### src/rtl/sensor_tx_pkg.sv
// ---------------------------------------------------------------------------
// sensor_tx_pkg
// Shared definitions for the sensor TX arbiter: UART word width, frame
// header bytes and the arbiter FSM state encoding.
//
// Optional feature macro: SENSOR_TX_CHECKSUM_EN adds the ADSCK state and its
// header, used for the trailing checksum word of an ADS frame.
// ---------------------------------------------------------------------------
package sensor_tx_pkg;

    localparam int UART_W = 40;

    localparam logic [7:0] HDR_ADS0 = 8'hA1;
    localparam logic [7:0] HDR_ADS1 = 8'hA2;
    localparam logic [7:0] HDR_ADS2 = 8'hA3;
    localparam logic [7:0] HDR_ADSCK = 8'hAC;
    localparam logic [7:0] HDR_TCH  = 8'hB1;

    typedef enum logic [2:0] {
        ST_IDLE  = 3'd0,
        ST_ADS0  = 3'd1,
        ST_ADS1  = 3'd2,
        ST_ADS2  = 3'd3,
        ST_TCH   = 3'd4
`ifdef SENSOR_TX_CHECKSUM_EN
        ,
        ST_ADSCK = 3'd5
`endif
    } state_e;

endpackage

### src/rtl/sensor_tx_pend_buf.sv
// ---------------------------------------------------------------------------
// sensor_tx_pend_buf
// One-entry pending buffer between a sensor pulse interface and the TX
// arbiter. In drop mode (OVERWRITE=0) a capture into a full buffer that is
// not being drained is rejected and flagged on drop_o; in overwrite mode the
// newest value replaces the stored one.
//
// Ports:
//   clk      in   system clock
//   rstn     in   synchronous active-low reset (clears the full flag only)
//   cap_i    in   capture request (already qualified with enable)
//   data_i   in   value to capture
//   drain_i  in   arbiter copies the buffer out this cycle
//   full_o   out  buffer holds an unsent value
//   data_o   out  stored value
//   drop_o   out  one-cycle pulse: capture rejected (drop mode only)
// ---------------------------------------------------------------------------
module sensor_tx_pend_buf #(
    parameter int W         = 8,
    parameter bit OVERWRITE = 1'b0
) (
    input  logic         clk,
    input  logic         rstn,
    input  logic         cap_i,
    input  logic [W-1:0] data_i,
    input  logic         drain_i,
    output logic         full_o,
    output logic [W-1:0] data_o,
    output logic         drop_o
);

    logic         full_q, full_d;
    logic [W-1:0] data_q;
    logic         accept;

    // A capture coinciding with a drain is accepted: the old value leaves
    // through the drain while the new one takes its slot.
    always_comb begin
        accept = cap_i && (!full_q || drain_i || OVERWRITE);
        drop_o = cap_i && full_q && !drain_i && !OVERWRITE;
        full_d = full_q;
        if (drain_i) full_d = 1'b0;
        if (accept)  full_d = 1'b1;
    end

    always_ff @(posedge clk) begin
        if (!rstn) begin
            full_q <= 1'b0;
        end else begin
            full_q <= full_d;
        end
    end

    always_ff @(posedge clk) begin
        if (accept) data_q <= data_i;
    end

    assign full_o = full_q;
    assign data_o = data_q;

endmodule

### src/rtl/sensor_tx_arbiter.sv
// ---------------------------------------------------------------------------
// sensor_tx_arbiter
// Shares the 40-bit UART TX word channel between ADS1292 samples (72 bit,
// sent as three words) and MPR121 touch status (12 bit, one word). Each
// source owns a one-entry pending buffer; an FSM arbitrates in IDLE, copies
// the granted buffer into a frame register and streams the frame words over
// a valid/ready handshake. ADS is preferred, but after STARVE_LIMIT
// consecutive ADS grants with touch waiting, touch wins the next arbitration.
//
// Optional feature macro: SENSOR_TX_CHECKSUM_EN appends a fourth ADS word
// (hdr 0xAC) carrying the modulo-256 byte sum of the 72-bit sample.
//
// Ports:
//   clk           in   system clock
//   rstn          in   synchronous active-low reset
//   enable        in   capture enable; pending data still drains when low
//   ads_data      in   ADS sample, valid with ads_valid
//   ads_valid     in   one-cycle pulse: new ADS sample
//   touch_data    in   touch status, valid with touch_valid
//   touch_valid   in   one-cycle pulse: new touch status
//   uart_data     out  TX word {hdr[7:0], payload[31:0]}, zero when idle
//   uart_valid    out  TX word valid
//   uart_ready    in   UART accepts the word
//   ads_drop_cnt  out  saturating count of rejected ADS samples
//   busy          out  FSM active or any pending buffer full
// ---------------------------------------------------------------------------
module sensor_tx_arbiter
    import sensor_tx_pkg::*;
#(
    parameter int ADS_W        = 72,
    parameter int TOUCH_W      = 12,
    parameter int STARVE_LIMIT = 4
) (
    input  logic               clk,
    input  logic               rstn,
    input  logic               enable,
    input  logic [ADS_W-1:0]   ads_data,
    input  logic               ads_valid,
    input  logic [TOUCH_W-1:0] touch_data,
    input  logic               touch_valid,
    output logic [UART_W-1:0]  uart_data,
    output logic               uart_valid,
    input  logic               uart_ready,
    output logic [15:0]        ads_drop_cnt,
    output logic               busy
);

    localparam int STARVE_W = (STARVE_LIMIT < 1) ? 1 : $clog2(STARVE_LIMIT + 1);
    localparam logic [STARVE_W-1:0] STARVE_MAX = STARVE_W'(STARVE_LIMIT);

    function automatic logic [15:0] sat_inc16(input logic [15:0] v);
        return (v == 16'hFFFF) ? v : v + 16'd1;
    endfunction

`ifdef SENSOR_TX_CHECKSUM_EN
    function automatic logic [7:0] byte_sum(input logic [ADS_W-1:0] d);
        logic [7:0] s;
        s = 8'h00;
        for (int i = 0; i < ADS_W / 8; i++) begin
            s = s + d[i*8 +: 8];
        end
        return s;
    endfunction
`endif

    state_e               state_q, state_d;
    logic [ADS_W-1:0]     ads_frm_q;
    logic [TOUCH_W-1:0]   tch_frm_q;
    logic [7:0]           seq_a_q, seq_t_q;
    logic [STARVE_W-1:0]  starve_q;
    logic [15:0]          drop_cnt_q;

    logic                 ads_full, tch_full, ads_drop, tch_drop_unused;
    logic [ADS_W-1:0]     ads_pend;
    logic [TOUCH_W-1:0]   tch_pend;
    logic                 grant_ads, grant_tch;
    logic                 last_ads, last_tch;
    logic                 xfer;

    sensor_tx_pend_buf #(.W(ADS_W), .OVERWRITE(1'b0)) u_ads_buf (
        .clk     (clk),
        .rstn    (rstn),
        .cap_i   (ads_valid && enable),
        .data_i  (ads_data),
        .drain_i (grant_ads),
        .full_o  (ads_full),
        .data_o  (ads_pend),
        .drop_o  (ads_drop)
    );

    sensor_tx_pend_buf #(.W(TOUCH_W), .OVERWRITE(1'b1)) u_tch_buf (
        .clk     (clk),
        .rstn    (rstn),
        .cap_i   (touch_valid && enable),
        .data_i  (touch_data),
        .drain_i (grant_tch),
        .full_o  (tch_full),
        .data_o  (tch_pend),
        .drop_o  (tch_drop_unused)
    );

    assign uart_valid = (state_q != ST_IDLE);
    assign xfer       = uart_valid && uart_ready;

    // Arbitration only happens in IDLE; grants double as buffer drains.
    always_comb begin
        grant_ads = 1'b0;
        grant_tch = 1'b0;
        if (state_q == ST_IDLE) begin
            if (ads_full && (!tch_full || starve_q < STARVE_MAX)) begin
                grant_ads = 1'b1;
            end else if (tch_full) begin
                grant_tch = 1'b1;
            end
        end
    end

    // Next state and word mux. uart_data is a pure function of the state and
    // frame registers, so it cannot change while a word waits for ready.
    always_comb begin
        state_d   = state_q;
        last_ads  = 1'b0;
        last_tch  = 1'b0;
        uart_data = '0;
        unique case (state_q)
            ST_IDLE: begin
                if (grant_ads)      state_d = ST_ADS0;
                else if (grant_tch) state_d = ST_TCH;
            end
            ST_ADS0: begin
                uart_data = {HDR_ADS0, seq_a_q, ads_frm_q[ADS_W-1 -: 24]};
                if (xfer) state_d = ST_ADS1;
            end
            ST_ADS1: begin
                uart_data = {HDR_ADS1, 8'h00, ads_frm_q[ADS_W-25 -: 24]};
                if (xfer) state_d = ST_ADS2;
            end
            ST_ADS2: begin
                uart_data = {HDR_ADS2, 8'h00, ads_frm_q[23:0]};
                if (xfer) begin
`ifdef SENSOR_TX_CHECKSUM_EN
                    state_d = ST_ADSCK;
`else
                    state_d  = ST_IDLE;
                    last_ads = 1'b1;
`endif
                end
            end
`ifdef SENSOR_TX_CHECKSUM_EN
            ST_ADSCK: begin
                uart_data = {HDR_ADSCK, 24'h000000, byte_sum(ads_frm_q)};
                if (xfer) begin
                    state_d  = ST_IDLE;
                    last_ads = 1'b1;
                end
            end
`endif
            ST_TCH: begin
                uart_data = {HDR_TCH, seq_t_q, {(24-TOUCH_W){1'b0}}, tch_frm_q};
                if (xfer) begin
                    state_d  = ST_IDLE;
                    last_tch = 1'b1;
                end
            end
            default: begin
                state_d = ST_IDLE;
            end
        endcase
    end

    always_ff @(posedge clk) begin
        if (!rstn) begin
            state_q    <= ST_IDLE;
            seq_a_q    <= 8'h00;
            seq_t_q    <= 8'h00;
            starve_q   <= '0;
            drop_cnt_q <= 16'h0000;
        end else begin
            state_q <= state_d;
            if (last_ads) seq_a_q <= seq_a_q + 8'd1;
            if (last_tch) seq_t_q <= seq_t_q + 8'd1;
            // Counts ADS wins that pushed a waiting touch frame back.
            if (grant_ads && tch_full) begin
                starve_q <= starve_q + STARVE_W'(1);
            end else if (grant_tch) begin
                starve_q <= '0;
            end
            if (ads_drop) drop_cnt_q <= sat_inc16(drop_cnt_q);
        end
    end

    always_ff @(posedge clk) begin
        if (grant_ads) ads_frm_q <= ads_pend;
        if (grant_tch) tch_frm_q <= tch_pend;
    end

    assign ads_drop_cnt = drop_cnt_q;
    assign busy         = (state_q != ST_IDLE) || ads_full || tch_full;

endmodule
### config.mk
export PLATFORM = sky130hd
export DESIGN_NAME = sensor_tx_arbiter
export DESIGN_NICKNAME = d
export VERILOG_FILES = /design/src/rtl/sensor_tx_pkg.sv /design/src/rtl/sensor_tx_pend_buf.sv /design/src/rtl/sensor_tx_arbiter.sv
export SDC_FILE = /design/constraint.sdc
export NUM_CORES = 1
export LEC_CHECK = 0
export BUFFER_PORTS_ARGS = -buffer_cell sky130_fd_sc_hd__buf_2
export CORE_MARGIN = 2
export CORE_UTILIZATION = 40
export DETAILED_ROUTE_END_ITERATION = 6
export PLACE_DENSITY = 0.65
export SLEW_MARGIN = 10
export SYNTH_ARGS = -nofsm -noshare
export SYNTH_HDL_FRONTEND = slang
export SYNTH_SLANG_ARGS = --single-unit
### constraint.sdc
create_clock -name clk -period 4.84 [get_ports clk]
set_input_delay 0.484 -clock clk [delete_from_list [all_inputs] [get_ports clk]]
set_output_delay 0.484 -clock clk [all_outputs]
set_load 0.05 [all_outputs]
## Word level (Yosys, flattened, before mapping)

Index checks and enable logic that the tools add are counted.

| storage, ports and cells | value |
|---|---|
| bits in registers | 208 |
| bits in latches | 0 |
| RAM bits | 0 |
| memory bits (read-only) | 0 |
| input bits | 90 |
| output and inout bits | 58 |
| word-level logic and storage cells | 70 |
| memories kept | 0 |

| cells by class | value |
|---|---|
| add/sub/neg operators | 4 |
| multiply operators | 0 |
| divide/modulo/power cells | 0 |
| $lt $le $gt $ge | 1 |
| equal/unequal tests | 9 |
| shifts and indexed selects | 0 |
| muxes and demuxes | 21 |
| bitwise gates (word level) | 1 |
| reduce and logical (&&, ||, !) cells | 23 |

Operators by type and width:

| kind | count |
|---|---|
| $pmux 40 s4 | 1 |
| $mux 3 | 7 |
| $add 16x1->16 const B | 1 |
| $add 8x1->8 const B | 2 |
| $eq 16x16->1 const B | 1 |
| $mux 1 | 12 |
| $pmux 3 s4 | 1 |
| $logic_and 1x1->1 | 8 |
| $eq 3x2->1 const B | 2 |
| $reduce_bool 2->1 | 3 |
| $logic_or 1x1->1 | 4 |
| $ne 2x2->1 const B | 2 |
| $reduce_and 4->1 | 1 |
| $add 3x1->3 const B | 1 |
| $eq 3x1->1 const B | 1 |
| $eq 3x3->1 const B | 1 |
| $logic_not 1->1 | 3 |
| $logic_not 3->1 | 1 |
| $lt 3x3->1 const B | 1 |
| $ne 3x3->1 const B | 1 |
| $reduce_bool 3->1 | 1 |
| $ne 2x1->1 const B | 1 |
| $reduce_and 2->1 | 1 |
| $reduce_or 2->1 | 1 |
| $not 1->1 | 1 |

## Depth between registers and ports, before layout

Gate-level depths: netlist of run 1.

| depth | value |
|---|---|
| word-level depth | 8 |
| gate-level depth with buffers | 6 |
| depth with buffers taken out | 6 |

## Modules after synthesis

From an unflattened synthesis of run 1, not the netlist that was laid out.

| second synthesis, totals | value |
|---|---|
| cell total of the unflattened synthesis | 524 |
| area total of the unflattened synthesis | 7843.8 um^2 |

Modules (own cells, without submodules):

| module | instances | cells each | area each (um^2) | seq. area each (um^2) |
|---|---|---|---|---|
| sensor_tx_arbiter | 1 | 430 | 5215.0 | 3283.1 |
| sensor_tx_pend_buf at u_ads_buf | 1 | 77 | 2215.9 | 2182.1 |
| sensor_tx_pend_buf at u_tch_buf | 1 | 17 | 412.9 | 380.4 |

## Worst setup path before layout of run 1

Ideal clock, no wire load.

| timing | value |
|---|---|
| kind | flip-flop to flip-flop |
| start point | register state_q[2] |
| end point | register u_ads_buf.data_q[0], in the netlist u_ads_buf.data_o[0] (enable) |
| setup time | 0.526 ns |
| arrival time | 4.369 ns |
| required time | 4.314 ns |
| setup slack | -0.056 ns |
| cell stages (with the launch flop) | 3 |
| path buffers | 0 |
| period minus slack after synthesis | 4.896 ns |
| path through | dfxtp_1 > a2111o_2 > a21oi_1 |

| between the ends | value |
|---|---|
| cells in the longest elaborated chain, start to end | 4 |

Ends and longest elaborated chain:

| item | RTL line | source |
|---|---|---|
| from (decl) | sensor_tx_arbiter.sv:66 | `state_e state_q, state_d;` |
| from (signal assigned) | sensor_tx_arbiter.sv:179 | `state_q <= state_d;` |
| $logic_not 3->1 | sensor_tx_arbiter.sv:109 | `if (state_q == ST_IDLE) begin` |
| $mux 1 | sensor_tx_arbiter.sv:109 |  |
| $logic_or 1x1->1 | sensor_tx_pend_buf.sv:39 | `accept = cap_i && (!full_q \|\| drain_i \|\| OVERWRITE);` |
| $logic_and 1x1->1 | sensor_tx_pend_buf.sv:39 |  |
| net u_ads_buf.accept | sensor_tx_pend_buf.sv:34 | `logic accept;` |
| to (signal assigned) | sensor_tx_pend_buf.sv:55 | `if (accept) data_q <= data_i;` |
| to (decl) | sensor_tx_pend_buf.sv:33 | `logic [W-1:0] data_q;` |

The timed path passes the listed nets, and every way through them passes these cells.
A chain may end at the register's enable or synchronous reset.

## Worst setup path in the final report of run 1

| timing | value |
|---|---|
| start point | register state_q[0] |
| end point | output uart_data[0] |

| between the ends | value |
|---|---|
| cells in the longest elaborated chain, start to end | 2 |
| elaborated cells between the ends (all ways) | 5 |
| classes of those cells | eq/ne (4); mux (1) |

Ends and longest elaborated chain:

| item | RTL line | source |
|---|---|---|
| $eq 3x3->1, or another cell as far along | sensor_tx_arbiter.sv:125 | `unique case (state_q)` |
| $pmux 40 s4 * | sensor_tx_arbiter.sv:125 |  |
| to (decl) | sensor_tx_arbiter.sv:41 | `output logic [UART_W-1:0] uart_data,` |

Every way passes the cells marked *; elsewhere a longest branch is shown, timed or not.

==> results of run 1 <==
==> metrics by stage <==
step                cell area [sq um]  utilization (%)  setup WS (ps)
floorplan                        7750                -            119
CTS                              9360             49.7           1350
finish                           9360             49.7           1410
global placement                 8720             46.3           1950
global route                     9360             49.7           1150
detailed placement               8720             46.3           1880
==> power groups by stage <==
stage | Clock (mW) | Combinational [mW] | Sequential [mW]
floorplan | 0 | 0.216 | 2.07
detailed placement | 0 | 0.313 | 2.08
CTS | 1.53 | 0.314 | 2.04
finish | 1.48 | 0.308 | 2.04
global route | 1.59 | 0.331 | 2.05
global placement | 0 | 0.308 | 2.08
==> placed cells by master (no fill, tap or decap), drive strengths merged, types with 2 or more instances in the layout <==
cell      n
edfxtp  168
buf     148
nor2     59
dfxtp    40
nand2    36
a22oi    32
clkbuf   29
mux2     24
xnor2    18
o21ai    17
xor2     11
clkinv   11
a21oi    10
nand4    10
nand3    10
nor3      9
nor4      5
nor2b     5
and2      4
and3      4
ha        4
or3       3
and4      3
conb      3
inv       2
mux2i     2
a211oi    2
==> kinds of logic after synthesis <==
family | synth area share [%]
and+or+nand+nor | 9.75
muxes | 3.75
adders and majority gates | 0.647
buffers and inverters | 1.76
AOI/OAI and AO/OA | 5.21
other | 0.0485
xor gates and xnor gates | 3.28
DFF | 75.5
==> routing by layer <==
layer / GRT usage (%) / share of wire [%]
met1: 19.8 / 44
met2: 25.4 / 49
met3: 3.35 / 5.4
met4: 4.12 / 2.0
met5: 0 / 0.084
==> state kept, by name (all words and copies together) (netlist names) <==
register	count
ads_frm_q	72
u_ads_buf.data_o	72
ads_drop_cnt	16
tch_frm_q	12
u_tch_buf.data_o	12
seq_a_q	8
seq_t_q	8
starve_q	3
state_q	3
u_ads_buf.full_o	1
u_tch_buf.full_o	1
==> how the worst max path moves through the flow <==
stage	to	slack [ps]	depth (start not counted)
after CTS	uart_data[0]	1350	5
after floorplan	ads_frm_q[0]	120	3
final	uart_data[0]	1410	5
after global routing	uart_data[2]	1150	5
after detailed placement	uart_data[0]	1880	5
after global placement	uart_data[1]	1950	5
==> layout make-up <==
cell class	count	area [sq um]	area share, %
diodes	1	2.50	0.0267
clock buffers	29	577	6.16
clock inverters	10	58.8	0.628
inverters	3	11.3	0.120
multi-input cells	278	1790	19.1
flip-flops and latches	208	5850	62.5
well taps	260	325	3.47
repair buffers	148	751	8.02
==> critical path: stages (launching register included) <==
cell and delay (ps):
dfxtp_2 550, nor2b_1 540, nor2b_2 780, nand2_1 110, o21ai_0 150, buf_2 320
==> results.toml, run 1 <==
[outcome]
status = "complete, no violations"

[sta]
slew_violations = 0
finalSetupViolCount = 0
fin_crit_sh_pct = 70.9
slew_headroom_pct = 17.7
tightestPinTransition_ps = 1230
max_freq_ghz = 0.291
clock_skew_ps = 13.4
finalSetupTns_ps = 0
rsz0062_at_grt = "false"
layout_min_cycle_time_ps = 3430
finalHoldWorstSlack_ps = 154
hold_viol = 0

[die]
die_h_um = 143
die_w_um = 143
rows = 50
core_sq_mm = 0.0188
dieArea_sq_mm = 0.0205
start_util_pct = 41.1
top_level_ports = 148

[cells_and_area]
layout.nets = 755
drive_gt1_share_pct = 31.5
fin_cells = 937
num-fill-cells = 1654
area_growth_syn_to_layout_pct = 21.0

[detailed_routing]
drt_iter0_markers = 228
dr.pass1.iters = 4
postRouteAntennaNets = 0
via_count = 4591
routed_wl_um = 15500
routedWlPerCell_um = 16.6
remaining_drc_errors = 0
vias_per_cell = 4.90

[synthesis]
synth-seq-cells = 208
yosys-top-cells-count = "edfxtp_1, nor2_1, dfxtp_1"
syn_area_sq_mm = 0.00774
synth-warning-count = 0
synth_seq_area_share_pct = 75.5
yosysTopAreaCellShare_pct = 65.2
syn_avg_cell_area_sq_um = 15.1
synthFlopType = "edfxtp_1"
synth.distinct_cells = 40
synthTopCellsByArea = "edfxtp_1, dfxtp_1, mux2_2"
yosys.area.top_type = "edfxtp_1"
synth_edf_count = 168
async_reset_ff_share_pct = 0
syn_inst = 512
synth_most_common_cell = "edfxtp_1"

[min_path]
hold_path_end = "u_ads_buf.data_o[13]"
hp-class = "in2reg"
holdPathStages = 1
min_from = "ads_data[13]"

[clock_network]
cts_resized = 0
clk_path_buf_depth = 3
cts_buffers = 22
cts_tree = "built"
cts.htree.levels = 1
postCtsSetupBuffers = 0
clk_pin_slew_ps = 60
cts_hold_buf = 0
clock_latency_ps = 500
cts-root-buf = "clkbuf_16"
clock-sinks = 208

[pwr]
combPwrFrac_pct = 8.0
p_clk_share_pct = 38.6
seqPwrFrac_pct = 53.3
vdd_ir_drop_max_uv = 273
swShare_pct = 23.3
p_int_mw = 2.94
power_mw = 3.83
leakage_nw = 3.44
power_switching_mw = 0.892
pwr_density_cell_mw_per_mm2 = 409

[setup_path]
r2r_start = "state_q[2]"
crit-reg2reg-capture = "u_ads_buf.data_o[57]"
path_max_fanout = 34
reg2regPathDepth = 4
cp-end-kind = "output pin"
worst-r2r-setup-slack_ps = 2370
crit_type = "reg2out"
arrival_ps = 2950
cp-start-kind = "flip-flop"
required_ps = 4360
crit_start = "state_q[0]"

[place]
port_buffers = 144
dp_hpwl_um = 9920
placedCellCount = 897
gp_congestion = 0.770

[grt]
overflow = 0
grt_pass1_wl_um = 24000
antenna_found_initial = 2
grt_pass1_vias = 4575
grt_max_degree = 73
grt_usage_pct = 15.1

[job]
cap_violations = 0
Note: power is estimated with default switching activity, not from simulation.
==> run 2: changes to the inputs <==
PLACE_DENSITY = 0.63   (was 0.65)
clock period = 3.2 ns   (was 4.84 ns; I/O delays follow)
==> run 2 against run 1 <==
Effect of this change:
- total power up 63%
- via count increased by 7.0%
- combinational power is 84% higher
- worst hold slack got worse by 120 ps
- final cell count rose by 9.4%
- non-clock buffer count up 86
- clock skew shrank 7.8 ps
- flip-flop and latch count stayed put
- largest power group unchanged
==> results.toml, run 2 (synthesis results as in run 1) <==
[outcome]
status = "complete, no violations"

[clock_network]
clk_path_buf_depth = 3
cts-root-buf = "clkbuf_16"
clk_pin_slew_ps = 60
cts_tree = "built"
cts.htree.levels = 1
clock-sinks = 208
clock_latency_ps = 520
cts_buffers = 23

[cells_and_area]
n_antenna_cell = 0
layout.nets = 842
drive_gt1_share_pct = 29.2
area_growth_syn_to_layout_pct = 34.2
final_common_cell = "edfxtp_1"
num-fill-cells = 1565
fin_area_sq_mm = 0.0104
multiInputGateArea_sq_mm = 0.00179
seq_area_sq_mm = 0.00585
final_cell_mix = "edfxtp_1, buf_2, dlygate4sd3_1, nor2_1, dfxtp_1"

[sta]
max_freq_ghz = 0.331
finalHoldWorstSlack_ps = 37.1
layout_min_cycle_time_ps = 3020
hold_viol = 0
slew_headroom_pct = 32.1
tightestPinTransition_ps = 1010
finalSetupTns_ps = 0
rsz0062_at_grt = "false"
slew_violations = 0
clock_skew_ps = 5.55
finalSetupViolCount = 0
fin_crit_sh_pct = 94.3

[detailed_routing]
routedWlPerCell_um = 16.3
drt_iter0_markers = 208
routed_wl_um = 16700
via_count = 4914
dr.pass1.iters = 5
postRouteAntennaNets = 0
remaining_drc_errors = 0
vias_per_cell = 4.79

[grt]
grt_usage_pct = 16.4
grt_pass1_wl_um = 26000
grt_pass1_vias = 5027
antenna_found_initial = 0
overflow = 0
grt_max_degree = 73

[job]
cap_violations = 0

[pwr]
leakage_nw = 3.87
vdd_ir_drop_max_uv = 396
pwr_density_cell_mw_per_mm2 = 601

[place]
gp_congestion = 0.820
port_buffers = 144
place_area_sq_mm = 0.00880
dp_hpwl_um = 10300

[setup_path]
crit_type = "reg2out"
cp-end-kind = "output pin"
cp-start-kind = "flip-flop"
required_ps = 2880
reg2regPathDepth = 4
arrival_ps = 2700
path_max_fanout = 18

[die]
core_sq_mm = 0.0188
die_h_um = 143
die_w_um = 143
rows = 50
start_util_pct = 41.1
top_level_ports = 148
dieArea_sq_mm = 0.0205

[min_path]
holdPathStages = 1
hp-class = "in2reg"
==> run 2: what timing repair did <==
item / in CTS / in global routing
gates resized for setup: 0 / 0
hold endpoints to repair: 83 / 0
hold buffers: 83 / 0
buffers inserted: 0 / 0
==> run 2: routing by layer <==
layer | part of all wire (%) | up-vias | GRT usage (%)
li1 | - | 2370 | -
met1 | 42 | 2329 | 20.8
met2 | 49 | 175 | 27.9
met3 | 6.1 | 40 | 3.49
met4 | 2.9 | 0 | 5.78
met5 | 0 | - | 0
==> run 2: worst paths after layout <==
path                   startpoint              endpoint  slack (ps)
min                  ads_data[31]  u_ads_buf.data_o[31]          40
max reg2reg            state_q[1]          tch_frm_q[8]        1060
max                    state_q[2]          uart_data[8]         180
min reg2reg  u_ads_buf.data_o[70]         ads_frm_q[70]         420
==> run 2: through the flow <==
step	std cells	worst slack, ps	utilization, %	power [mW]
floorplan	514	476	-	3.45
global placement	900	755	46.7	3.62
detailed placement	900	725	46.7	3.64
CTS	1025	172	55.1	6.31
global route	1025	13.6	55.1	6.46
finish	1025	183	55.1	6.24
==> run 2: critical path: stages (launching register included) <==
cell and delay (ps):
dfxtp_1 330, buf_4 230, nor2b_1 160, buf_4 170
nor2b_2 670, nand2_1 110, o21ai_0 160, buf_2 330
==> run 2: power by group <==
group	total, mW	internal (mW)	switching [mW]	leakage, nW
clock network	2.59	1.54	1.05	0.368
logic	0.566	0.207	0.359	1.62
registers	3.09	3.05	0.0414	1.88
==> run 2: layout make-up <==
cell class,instances,area share (%)
Clock inverter,13,1.22
Inverter,3,0.108
Sequential cell,208,56.3
Timing Repair Buffer,234,16.0
Clock buffer,29,5.98
Tap cell,260,3.13
Multi-Input combinational cell,278,17.2
==> run 3: changes to the inputs <==
CTS_BUF_LIST = sky130_fd_sc_hd__clkbuf_8 sky130_fd_sc_hd__clkbuf_16   (was not set)
clock period = 3.3 ns   (was 3.2 ns; I/O delays follow)
==> run 3 against run 2 <==
Effect of this change:
- clock power shrank 13%
- combinational power shrank 7.8%
- critical path depth decreased by 2
- non-clock buffer count shrank 22
- total power fell by 7.5%
- critical path type unchanged
- largest cell class unchanged
==> results.toml, run 3 (synthesis results as in run 1) <==
[setup_path]
r2r_start = "state_q[1]"
crit-reg2reg-capture = "ads_drop_cnt[10]"
cp-start-kind = "flip-flop"
crit_type = "reg2out"
arrival_ps = 2650
cp-end-kind = "output pin"
path_max_fanout = 15
worst-r2r-setup-slack_ps = 970
required_ps = 2970
reg2regPathDepth = 6

[die]
rows = 50
top_level_ports = 148
die_h_um = 143
die_w_um = 143
dieArea_sq_mm = 0.0205
core_sq_mm = 0.0188
start_util_pct = 41.1

[cells_and_area]
area_growth_syn_to_layout_pct = 29.9
layout.nets = 819
fin_cells = 1001
final_util_pct = 53.4
fin_area_sq_mm = 0.0101
multiInputGateArea_sq_mm = 0.00179
seq_area_sq_mm = 0.00585
final_common_cell = "edfxtp_1"
drive_gt1_share_pct = 29.5
final_cell_mix = "edfxtp_1, buf_2, dlygate4sd3_1, nor2_1, dfxtp_1"
num-fill-cells = 1556

[sta]
max_freq_ghz = 0.335
layout_min_cycle_time_ps = 2980
tightestPinTransition_ps = 978
fin_crit_sh_pct = 90.4
hold_viol = 0
fin_ws_ps = 317
rsz0062_at_grt = "false"
slew_headroom_pct = 34.4
finalSetupTns_ps = 0
slew_violations = 0
clock_skew_ps = 15.6
finalSetupViolCount = 0

[clock_network]
cts-root-buf = "clkbuf_16"
clk_path_buf_depth = 3
clock_latency_ps = 500
cts_resized = 0
cts.htree.levels = 1
cts_tree = "built"
clk_pin_slew_ps = 60
cts_buffers = 22
clock-sinks = 208
postCtsSetupBuffers = 0

[place]
place_ws_ps = 807
dp_hpwl_um = 10000
placedCellCount = 900
place_area_sq_mm = 0.00877
port_buffers = 144
gp_congestion = 0.799

[detailed_routing]
vias_per_cell = 4.79
routedWlPerCell_um = 16.2
remaining_drc_errors = 0
dr.pass1.iters = 5
via_count = 4798
postRouteAntennaNets = 0
drt_iter0_markers = 251
routed_wl_um = 16200

[min_path]
hp-class = "in2reg"
min_from = "ads_data[33]"
holdPathStages = 1
hold_path_end = "u_ads_buf.data_o[33]"

[outcome]
status = "complete, no violations"

[job]
cap_violations = 0

[grt]
grt_max_degree = 73
grt_pass1_vias = 4911
grt_pass1_wl_um = 25100
grt_usage_pct = 15.7
antenna_found_initial = 1
overflow = 0

[pwr]
vdd_ir_drop_max_uv = 391
pwr_density_cell_mw_per_mm2 = 574
leakage_nw = 3.75
==> run 3: cell count changes in the layout (fill, tap and decap cells not counted), moves of 2 or more <==
cell / previous run / this run
clkbuf_8: 2 / 0
inv_1: 2 / 7
buf_12: 4 / 2
dlygate4sd3_1: 83 / 61
clkbuf_2: 2 / 0
buf_2: 142 / 144
clkbuf_1: 2 / 0
==> run 3: repair_timing <==
action / 4_1_cts / 5_1_grt
setup endpoints to repair: 0 / 0
hold buffers: 61 / 0
hold endpoints to repair: 61 / 0
==> run 3: worst max-delay path: stages (launching register included) <==
cell     delay (ps)
dfxtp_1         320
nor2b_1         450
nor2b_2         780
nand2_1         200
o21ai_0         120
buf_2           290
==> run 3: per-layer routing <==
metal  GRT usage (%)  share of wire, %  vias to the layer above
li1                -                 -                     2329
met1            20.8                44                     2299
met2            26.3                48                      144
met3            3.25               5.2                       26
met4            4.53               2.5                        0
met5               0                 0                        -
==> run 3: per-stage QoR <==
step / total power, mW / hold WS, ps
after floorplan: 3.35 / 400
after global placement: 3.51 / 401
after detailed placement: 3.52 / 405
after CTS: 5.83 / 0.409
after global routing: 5.98 / 1.17
final: 5.77 / 16.3
==> run 3: area by class of cell <==
| type | instances | area share, % |
|---|---|---|
| Sequential cell | 208 | 58.2 |
| Multi-Input combinational cell | 278 | 17.8 |
| Timing Repair Buffer | 212 | 14.0 |
| Clock buffer | 22 | 5.48 |
| Tap cell | 260 | 3.24 |
| Clock inverter | 17 | 1.15 |
| Inverter | 3 | 0.112 |
| Antenna cell | 1 | 0.0249 |
==> run 3: how the worst max path moves through the flow <==
| stage | startpoint | endpoint | slack [ps] | depth (start not counted) |
|---|---|---|---|---|
| finish | state_q[2] | uart_data[3] | 320 | 5 |
| floorplan | state_q[2] | u_ads_buf.data_o[0] | 30 | 2 |
| detailed placement | state_q[2] | uart_data[3] | 810 | 5 |
| global placement | state_q[2] | uart_data[3] | 840 | 5 |
| global route | state_q[2] | uart_data[3] | 90 | 5 |
| CTS | state_q[2] | uart_data[3] | 280 | 5 |
==> run 3: where the power goes <==
group,switching [mW],internal (mW)
clock network,0.967,1.29
registers,0.0367,2.95
logic,0.345,0.177
total,1.35,4.42
